--- config.mk ---
export PLATFORM = sky130hd
export DESIGN_NAME = mycpu_load_wb_flat
export DESIGN_NICKNAME = d
export VERILOG_FILES = /design/src/rtl/mycpu_load_wb_pkg.sv /design/src/rtl/mycpu_load_wb_if.sv /design/src/rtl/mycpu_load_align.sv /design/src/rtl/mycpu_load_wb.sv /design/src/flat_wrapper.sv
export SDC_FILE = /design/constraint.sdc
export NUM_CORES = 1
export LEC_CHECK = 0
export CAP_MARGIN = 20
export CORE_ASPECT_RATIO = 2
export CORE_MARGIN = 2
export CORE_UTILIZATION = 30
export CTS_BUF_LIST = sky130_fd_sc_hd__clkbuf_16
export DETAILED_ROUTE_END_ITERATION = 12
export PLACE_DENSITY = 0.58
export SLEW_MARGIN = 20
export SYNTH_ARGS = -nofsm -noshare
export SYNTH_HDL_FRONTEND = slang
export SYNTH_SLANG_ARGS = --single-unit
--- constraint.sdc ---
create_clock -name clk -period 2.2 [get_ports clk]
set_input_delay 0.44 -clock clk [delete_from_list [all_inputs] [get_ports clk]]
set_output_delay 0.44 -clock clk [all_outputs]
set_load 0.05 [all_outputs]
--- src/rtl/mycpu_load_wb_pkg.sv ---
// Shared constants and types for the load writeback stage: ld_mode encoding,
// register-number width and the latched pipeline entry.
package mycpu_load_wb_pkg;
  localparam int REG_W = 5;

  localparam logic [2:0] LD_LB   = 3'b000;
  localparam logic [2:0] LD_LBU  = 3'b001;
  localparam logic [2:0] LD_LH   = 3'b010;
  localparam logic [2:0] LD_LHU  = 3'b011;
  localparam logic [2:0] LD_LW   = 3'b100;
  localparam logic [2:0] LD_LWL  = 3'b101;
  localparam logic [2:0] LD_LWR  = 3'b110;
  localparam logic [2:0] LD_NONE = 3'b111;

  typedef struct packed {
    logic [31:0]      pc;
    logic [2:0]       ldMode;
    logic [1:0]       addrLow2;
    logic [31:0]      rtOld;
    logic [31:0]      result;
    logic [REG_W-1:0] dest;
    logic             wrEn;
  } wsEntry_t;
endpackage

--- src/rtl/mycpu_load_wb_if.sv ---
// MEM -> WB handshake and instruction payload.
interface mycpu_load_wb_if;
  import mycpu_load_wb_pkg::*;

  logic             ms_to_ws_valid;
  logic             ws_allowin;
  logic [31:0]      ms_pc;
  logic [2:0]       ms_ld_mode;
  logic [1:0]       ms_addr_low2;
  logic [31:0]      ms_rt_old;
  logic [31:0]      ms_result;
  logic [REG_W-1:0] ms_dest;
  logic             ms_wr_en;

  modport master (
    output ms_to_ws_valid, ms_pc, ms_ld_mode, ms_addr_low2, ms_rt_old,
           ms_result, ms_dest, ms_wr_en,
    input  ws_allowin
  );

  modport slave (
    input  ms_to_ws_valid, ms_pc, ms_ld_mode, ms_addr_low2, ms_rt_old,
           ms_result, ms_dest, ms_wr_en,
    output ws_allowin
  );
endinterface

--- src/rtl/mycpu_load_align.sv ---
// Load data alignment: picks and extends the addressed lanes of the read word,
// and merges LWL/LWR with the old rt (inverse of the SWL/SWR lane placement).
module mycpu_load_align
  import mycpu_load_wb_pkg::*;
(
  input  logic [2:0]  ld_mode,
  input  logic [1:0]  addr_low2,
  input  logic [31:0] rdata,
  input  logic [31:0] rt_old,
  output logic [31:0] value
);
  logic [7:0]  byteSel;
  logic [15:0] halfSel;

  assign byteSel = 8'(rdata >> {addr_low2, 3'b000});
  // addr_low2[0] ignored for halves; misalignment is trapped upstream
  assign halfSel = addr_low2[1] ? rdata[31:16] : rdata[15:0];

  always_comb begin
    value = rdata;
    case (ld_mode)
      LD_LB:  value = {{24{byteSel[7]}}, byteSel};
      LD_LBU: value = {24'h0, byteSel};
      LD_LH:  value = {{16{halfSel[15]}}, halfSel};
      LD_LHU: value = {16'h0, halfSel};
      LD_LWL: begin
        case (addr_low2)
          2'd0:    value = {rdata[7:0],  rt_old[23:0]};
          2'd1:    value = {rdata[15:0], rt_old[15:0]};
          2'd2:    value = {rdata[23:0], rt_old[7:0]};
          default: value = rdata;
        endcase
      end
      LD_LWR: begin
        case (addr_low2)
          2'd0:    value = rdata;
          2'd1:    value = {rt_old[31:24], rdata[31:8]};
          2'd2:    value = {rt_old[31:16], rdata[31:16]};
          default: value = {rt_old[31:8],  rdata[31:24]};
        endcase
      end
      default: value = rdata;
    endcase
  end
endmodule

--- src/rtl/mycpu_load_wb.sv ---
// Writeback stage: one pipeline register, a hold buffer that keeps the SRAM
// word alive across stalls, and register-file / trace output logic.
module mycpu_load_wb
  import mycpu_load_wb_pkg::*;
(
  input  logic             clk,
  input  logic             reset,
  mycpu_load_wb_if.slave   ms,
  input  logic [31:0]      data_sram_rdata,
  input  logic             ws_stall,
  output logic             rf_we,
  output logic [REG_W-1:0] rf_waddr,
  output logic [31:0]      rf_wdata,
  output logic [REG_W-1:0] ws_fwd_dest,
  output logic [31:0]      debug_wb_pc,
  output logic [3:0]       debug_wb_rf_wen,
  output logic [REG_W-1:0] debug_wb_rf_wnum,
  output logic [31:0]      debug_wb_rf_wdata
);
  wsEntry_t    ws;
  logic        ws_valid;
  logic        ws_ready_go;
  logic        held;
  logic [31:0] rdata_hold;
  logic [31:0] rdataEff;
  logic [31:0] loadValue;
  logic        accept;

  assign ws_ready_go   = !ws_stall;
  assign ms.ws_allowin = !ws_valid || ws_ready_go;
  assign accept        = ms.ms_to_ws_valid && ms.ws_allowin;

  always_ff @(posedge clk) begin
    if (reset) begin
      ws_valid   <= 1'b0;
      ws         <= '{ldMode: LD_NONE, default: '0};
      held       <= 1'b0;
      rdata_hold <= 32'h0;
    end else if (accept) begin
      ws_valid <= 1'b1;
      ws       <= '{pc: ms.ms_pc, ldMode: ms.ms_ld_mode, addrLow2: ms.ms_addr_low2,
                    rtOld: ms.ms_rt_old, result: ms.ms_result, dest: ms.ms_dest,
                    wrEn: ms.ms_wr_en};
      held     <= 1'b0;
    end else if (ws_ready_go) begin
      ws_valid <= 1'b0;
      held     <= 1'b0;
    end else if (ws_valid && !held && ws.ldMode != LD_NONE) begin
      // SRAM data is only valid in the entry's first cycle; freeze it here
      held       <= 1'b1;
      rdata_hold <= data_sram_rdata;
    end
  end

  assign rdataEff = held ? rdata_hold : data_sram_rdata;

  mycpu_load_align uAlign (
    .ld_mode   (ws.ldMode),
    .addr_low2 (ws.addrLow2),
    .rdata     (rdataEff),
    .rt_old    (ws.rtOld),
    .value     (loadValue)
  );

  assign rf_we       = ws_valid && ws_ready_go && ws.wrEn && (ws.dest != '0);
  assign rf_waddr    = ws.dest;
  assign rf_wdata    = (ws.ldMode != LD_NONE) ? loadValue : ws.result;
  assign ws_fwd_dest = (ws_valid && ws.wrEn) ? ws.dest : '0;

  assign debug_wb_pc       = ws.pc;
  assign debug_wb_rf_wen   = {4{rf_we}};
  assign debug_wb_rf_wnum  = rf_waddr;
  assign debug_wb_rf_wdata = rf_wdata;
endmodule

--- src/flat_wrapper.sv ---
// flat-port wrapper written by rule: the top's interface ports become plain ports
module mycpu_load_wb_flat import mycpu_load_wb_pkg::*;
  (clk, reset, data_sram_rdata, ws_stall, rf_we, rf_waddr, rf_wdata, ws_fwd_dest, debug_wb_pc, debug_wb_rf_wen, debug_wb_rf_wnum, debug_wb_rf_wdata, ms_ms_to_ws_valid, ms_ms_pc, ms_ms_ld_mode, ms_ms_addr_low2, ms_ms_rt_old, ms_ms_result, ms_ms_dest, ms_ms_wr_en, ms_ws_allowin);
  mycpu_load_wb_if ms_i ();
  input  logic clk;
  input  logic reset;
  input  logic [31:0] data_sram_rdata;
  input  logic ws_stall;
  output logic rf_we;
  output logic [REG_W-1:0] rf_waddr;
  output logic [31:0] rf_wdata;
  output logic [REG_W-1:0] ws_fwd_dest;
  output logic [31:0] debug_wb_pc;
  output logic [3:0] debug_wb_rf_wen;
  output logic [REG_W-1:0] debug_wb_rf_wnum;
  output logic [31:0] debug_wb_rf_wdata;
  input wire logic [$bits(ms_i.ms_to_ws_valid)-1:0] ms_ms_to_ws_valid;
  input wire logic [$bits(ms_i.ms_pc)-1:0] ms_ms_pc;
  input wire logic [$bits(ms_i.ms_ld_mode)-1:0] ms_ms_ld_mode;
  input wire logic [$bits(ms_i.ms_addr_low2)-1:0] ms_ms_addr_low2;
  input wire logic [$bits(ms_i.ms_rt_old)-1:0] ms_ms_rt_old;
  input wire logic [$bits(ms_i.ms_result)-1:0] ms_ms_result;
  input wire logic [$bits(ms_i.ms_dest)-1:0] ms_ms_dest;
  input wire logic [$bits(ms_i.ms_wr_en)-1:0] ms_ms_wr_en;
  output wire logic [$bits(ms_i.ws_allowin)-1:0] ms_ws_allowin;
  assign ms_i.ms_to_ws_valid = ms_ms_to_ws_valid;
  assign ms_i.ms_pc = ms_ms_pc;
  assign ms_i.ms_ld_mode = ms_ms_ld_mode;
  assign ms_i.ms_addr_low2 = ms_ms_addr_low2;
  assign ms_i.ms_rt_old = ms_ms_rt_old;
  assign ms_i.ms_result = ms_ms_result;
  assign ms_i.ms_dest = ms_ms_dest;
  assign ms_i.ms_wr_en = ms_ms_wr_en;
  assign ms_ws_allowin = ms_i.ws_allowin;
  mycpu_load_wb u_core (.clk(clk), .reset(reset), .ms(ms_i), .data_sram_rdata(data_sram_rdata), .ws_stall(ws_stall), .rf_we(rf_we), .rf_waddr(rf_waddr), .rf_wdata(rf_wdata), .ws_fwd_dest(ws_fwd_dest), .debug_wb_pc(debug_wb_pc), .debug_wb_rf_wen(debug_wb_rf_wen), .debug_wb_rf_wnum(debug_wb_rf_wnum), .debug_wb_rf_wdata(debug_wb_rf_wdata));
endmodule
==> reports/metrics.json <==
{
  "clk_pin_slew_worst_paths": {"value": 60, "unit": "ps"},
  "dr.first_iter.drc_count": {"value": 489},
  "cp.required": {"value": 1760, "unit": "ps"},
  "p_leak": {"value": 5.472, "unit": "nW"},
  "finalSetupViolations": {"value": 64},
  "clock_latency": {"value": 440, "unit": "ps"},
  "internal_power": {"value": 6.033, "unit": "mW"},
  "maxCapViolCount": {"value": 0},
  "initial_core_util": {"value": 0.3036},
  "tritoncts.num_buffers": {"value": 17},
  "timing.final.crit_share": {"value": 1.337},
  "grt_first_pass_wirelength": {"value": 53010, "unit": "microns"},
  "cts.sinks": {"value": 141},
  "clock-skew-final": {"value": 10.49, "unit": "ps"},
  "drive_above_1_share": {"value": 0.3267},
  "p_sw_frac": {"value": 0.3689},
  "finalMaxSlewViolations": {"value": 0},
  "grt_setup_unrepaired": {"value": "yes"},
  "clock_power_share": {"value": 0.274},
  "timing.setup.critical_path_class": {"value": "flop to output port"},
  "synthesis.instances": {"value": 1120},
  "synth.cell_area": {"value": 0.008723, "unit": "sq mm"},
  "failed_checks": {"value": "setup timing"},
  "cts_tree": {"value": "built"},
  "top_level_ports": {"value": 260},
  "ys.warnings.count": {"value": 0},
  "hold-worst-slack": {"value": 383.7, "unit": "ps"},
  "antenna_cells_inserted": {"value": 0},
  "cp-end-kind": {"value": "output port"},
  "htree_num_levels": {"value": 4},
  "finalWorstPathRequiredPeriod": {"value": 2942, "unit": "ps"},
  "sequentialPowerShare": {"value": 0.293},
  "powerDensity": {"value": 667.3, "unit": "mW/mm^2"},
  "core-area": {"value": 0.02874, "unit": "sq mm"},
  "postRouteWirelength": {"value": 34700, "unit": "microns"},
  "largest_net_degree_at_the_start_of_global_routing": {"value": 77},
  "ys_ff_latch": {"value": 141},
  "drt-vias-per-instance": {"value": 5.111},
  "row_count": {"value": 88},
  "synth.yosys.seq_area_share": {"value": 0.3236},
  "hold_path.class": {"value": "primary input to flop"},
  "final_core_utilization": {"value": 0.4985},
  "combinationalPowerShare": {"value": 0.433},
  "synth_flop_cell": {"value": "sky130_fd_sc_hd__dfxtp_1"},
  "synth_fp_nets": {"value": 1263},
  "routed_wire_length_per_instance": {"value": 19.19, "unit": "microns"},
  "max_freq": {"value": 0.3399, "unit": "GHz"},
  "finalNetCount": {"value": 1579},
  "post-route-drc-count": {"value": 0},
  "post_synth_num_cell_types": {"value": 55},
  "place_congestion": {"value": 0.9798},
  "clk_path_buf_depth": {"value": 2},
  "synth_async_sr_flop_share": {"value": 0},
  "number_of_antenna_violations_at_the_first_check_in_global_routing": {"value": 0},
  "die-height": {"value": 245.2, "unit": "microns"},
  "antenna_left": {"value": 0},
  "setup.worst_path.start_class": {"value": "flop"},
  "peakVddDrop": {"value": 0.0004755, "unit": "V"},
  "floorplan.die.width": {"value": 124.6, "unit": "microns"},
  "clock_tree.root_cell": {"value": "sky130_fd_sc_hd__clkbuf_16"},
  "tightestPinTransition": {"value": 547.7, "unit": "ps"},
  "totalNegativeSetupSlack": {"value": -42290, "unit": "ps"},
  "grt_remaining_overflow": {"value": 0},
  "worst-endpoint-arrival": {"value": 2500, "unit": "ps"},
  "synth_area_per_cell": {"value": 7.789, "unit": "sq um"},
  "net-switching-power": {"value": 3.526, "unit": "mW"},
  "dp_hpwl": {"value": 26360, "unit": "microns"},
  "slew-limit-headroom": {"value": 0.6337},
  "drtPass1Iterations": {"value": 5},
  "finalWorstSetupSlack": {"value": -741.8, "unit": "ps"},
  "via_count": {"value": 9241},
  "area_growth": {"value": 64.21, "unit": "%"},
  "portBuffers": {"value": 259},
  "edff_count_synth": {"value": 0},
  "run_status": {"value": "complete, but fails checks"},
  "floorplan.die_area": {"value": 0.03054, "unit": "sq mm"},
  "hold_buffers": {"value": 0},
  "report.final.hold_viol_count": {"value": 0},
  "grt_pass1_vias": {"value": 9343},
  "total_power": {"value": 9.560, "unit": "mW"},
  "critical_path_peak_fanout": {"value": 7},
  "total_routing_resource_utilization_after_global_routing": {"value": 0.2221}
}
==> registers in the layout, summed over array words and instances, names as in the netlist <==
signal and cells:
u_core.rdata_hold 32, u_core.held 1, u_core.ws 70, u_core.ws_valid 1, u_core.debug_wb_rf_wnum 5, u_core.debug_wb_pc 32
==> layout make-up <==
type                    instances  area, sq um
well taps                     360        450.4
repair buffers                470         4941
fillers                      2683        14410
clock inverters                14        90.09
flip-flops and latches        141         2835
inverters                       8        30.03
clock buffers                  17        425.4
multi-input cells             798         5553
==> what timing repair did <==
| item | in CTS | in global routing |
|---|---|---|
| buffers inserted | 14 | 23 |
| gates cloned | 2 | 0 |
| pin swaps | 16 | 43 |
| hold endpoints to repair | 0 | 0 |
| endpoints found under the setup margin | 64 | 64 |
| resized for setup | 114 | 67 |
==> routing by layer <==
metal,wire length [microns],GRT usage,part of all wire
met5,0,0,0
met4,2554,0.1679,0.074
met3,1518,0.04185,0.044
met2,18230,0.3926,0.53
met1,12400,0.2310,0.36
==> power by group through the flow <==
stage	registers (mW)	logic [mW]	clock network, mW
floorplan	2.81	2.48	0
global placement	2.85	3.75	0
detailed placement	2.86	3.76	0
CTS	2.80	4.01	2.71
global route	2.82	4.33	2.79
finish	2.80	4.14	2.62
==> metrics by stage <==
stage	setup WS (ps)	instances	instance area, sq um
floorplan	-397.6	1120	9214
global placement	-739.9	1742	12750
detailed placement	-766.5	1742	12750
CTS	-751.9	1788	13910
global route	-812.7	1808	14330
finish	-741.8	1808	14330
==> path summary, 6_finish.rpt <==
path,from,end,slack [ps],depth (start not counted)
worst max register to register,u_core.ws[74],u_core.rdata_hold[16],190,8
worst max-delay path,u_core.held,rf_wdata[5],-740,8
worst min register to register,u_core.debug_wb_pc[24],u_core.debug_wb_pc[24],450,2
worst min-delay path,reset,u_core.rdata_hold[31],380,2
==> synthesized netlist by cell type, drive strengths merged (4+ instances only) <==
cell type | number | area share
a211oi | 17 | 0.015
a21boi | 7 | 0.0060
a21oi | 186 | 0.11
a222oi | 8 | 0.0092
a22o | 16 | 0.016
a31oi | 7 | 0.0050
and3 | 8 | 0.0057
buf | 122 | 0.10
clkbuf | 49 | 0.021
dfxtp | 141 | 0.32
inv | 8 | 0.0034
mux2 | 14 | 0.019
mux2i | 32 | 0.039
mux4 | 30 | 0.080
nand2 | 312 | 0.14
nand2b | 6 | 0.0043
nand3 | 27 | 0.015
nand3b | 4 | 0.0034
nand4 | 9 | 0.0065
nor2 | 29 | 0.013
nor4 | 8 | 0.0057
o211ai | 8 | 0.0069
o21ai | 43 | 0.026
o31ai | 7 | 0.0060
==> critical path: stages, from the launching register on <==
cell                      delay, ps
sky130_fd_sc_hd__dfxtp_4        380
sky130_fd_sc_hd__buf_12         150
sky130_fd_sc_hd__buf_12         140
sky130_fd_sc_hd__mux4_2         520
sky130_fd_sc_hd__mux2_4         290
sky130_fd_sc_hd__o21ai_2         60
sky130_fd_sc_hd__o31ai_2         90
sky130_fd_sc_hd__a22o_2         260
sky130_fd_sc_hd__buf_12         160
==> cell families (layout without fill, tap and decap cells) <==
kind of cell / after synthesis / after routing / synth area share
compound gates: 306 / 306 / 0.2070
buf+inv: 181 / 509 / 0.1312
flops: 141 / 141 / 0.3236
mux: 76 / 76 / 0.1380
simple gates: 416 / 416 / 0.2002
==> cells in the final DEF, fill, tap and decap left out, types with 9 or more instances in the layout <==
| cell | Yosys | final |
|---|---|---|
| sky130_fd_sc_hd__nand2_1 | 309 | 300 |
| sky130_fd_sc_hd__clkdlybuf4s50_1 | 0 | 183 |
| sky130_fd_sc_hd__a21oi_1 | 186 | 182 |
| sky130_fd_sc_hd__buf_4 | 85 | 170 |
| sky130_fd_sc_hd__dfxtp_1 | 141 | 137 |
| sky130_fd_sc_hd__buf_6 | 11 | 55 |
| sky130_fd_sc_hd__buf_12 | 1 | 53 |
| sky130_fd_sc_hd__mux4_2 | 24 | 29 |
| sky130_fd_sc_hd__nor2_1 | 28 | 27 |
| sky130_fd_sc_hd__nand3_1 | 27 | 25 |
| sky130_fd_sc_hd__o21ai_2 | 2 | 17 |
| sky130_fd_sc_hd__clkbuf_16 | 0 | 17 |
| sky130_fd_sc_hd__a211oi_1 | 17 | 15 |
| sky130_fd_sc_hd__mux2i_1 | 30 | 14 |
| sky130_fd_sc_hd__inv_1 | 8 | 12 |
| sky130_fd_sc_hd__mux2i_4 | 1 | 11 |
| sky130_fd_sc_hd__o21ai_1 | 15 | 10 |
| sky130_fd_sc_hd__o21ai_0 | 26 | 10 |
| sky130_fd_sc_hd__nand4_1 | 9 | 9 |
Power figures use the tool's default switching activity.
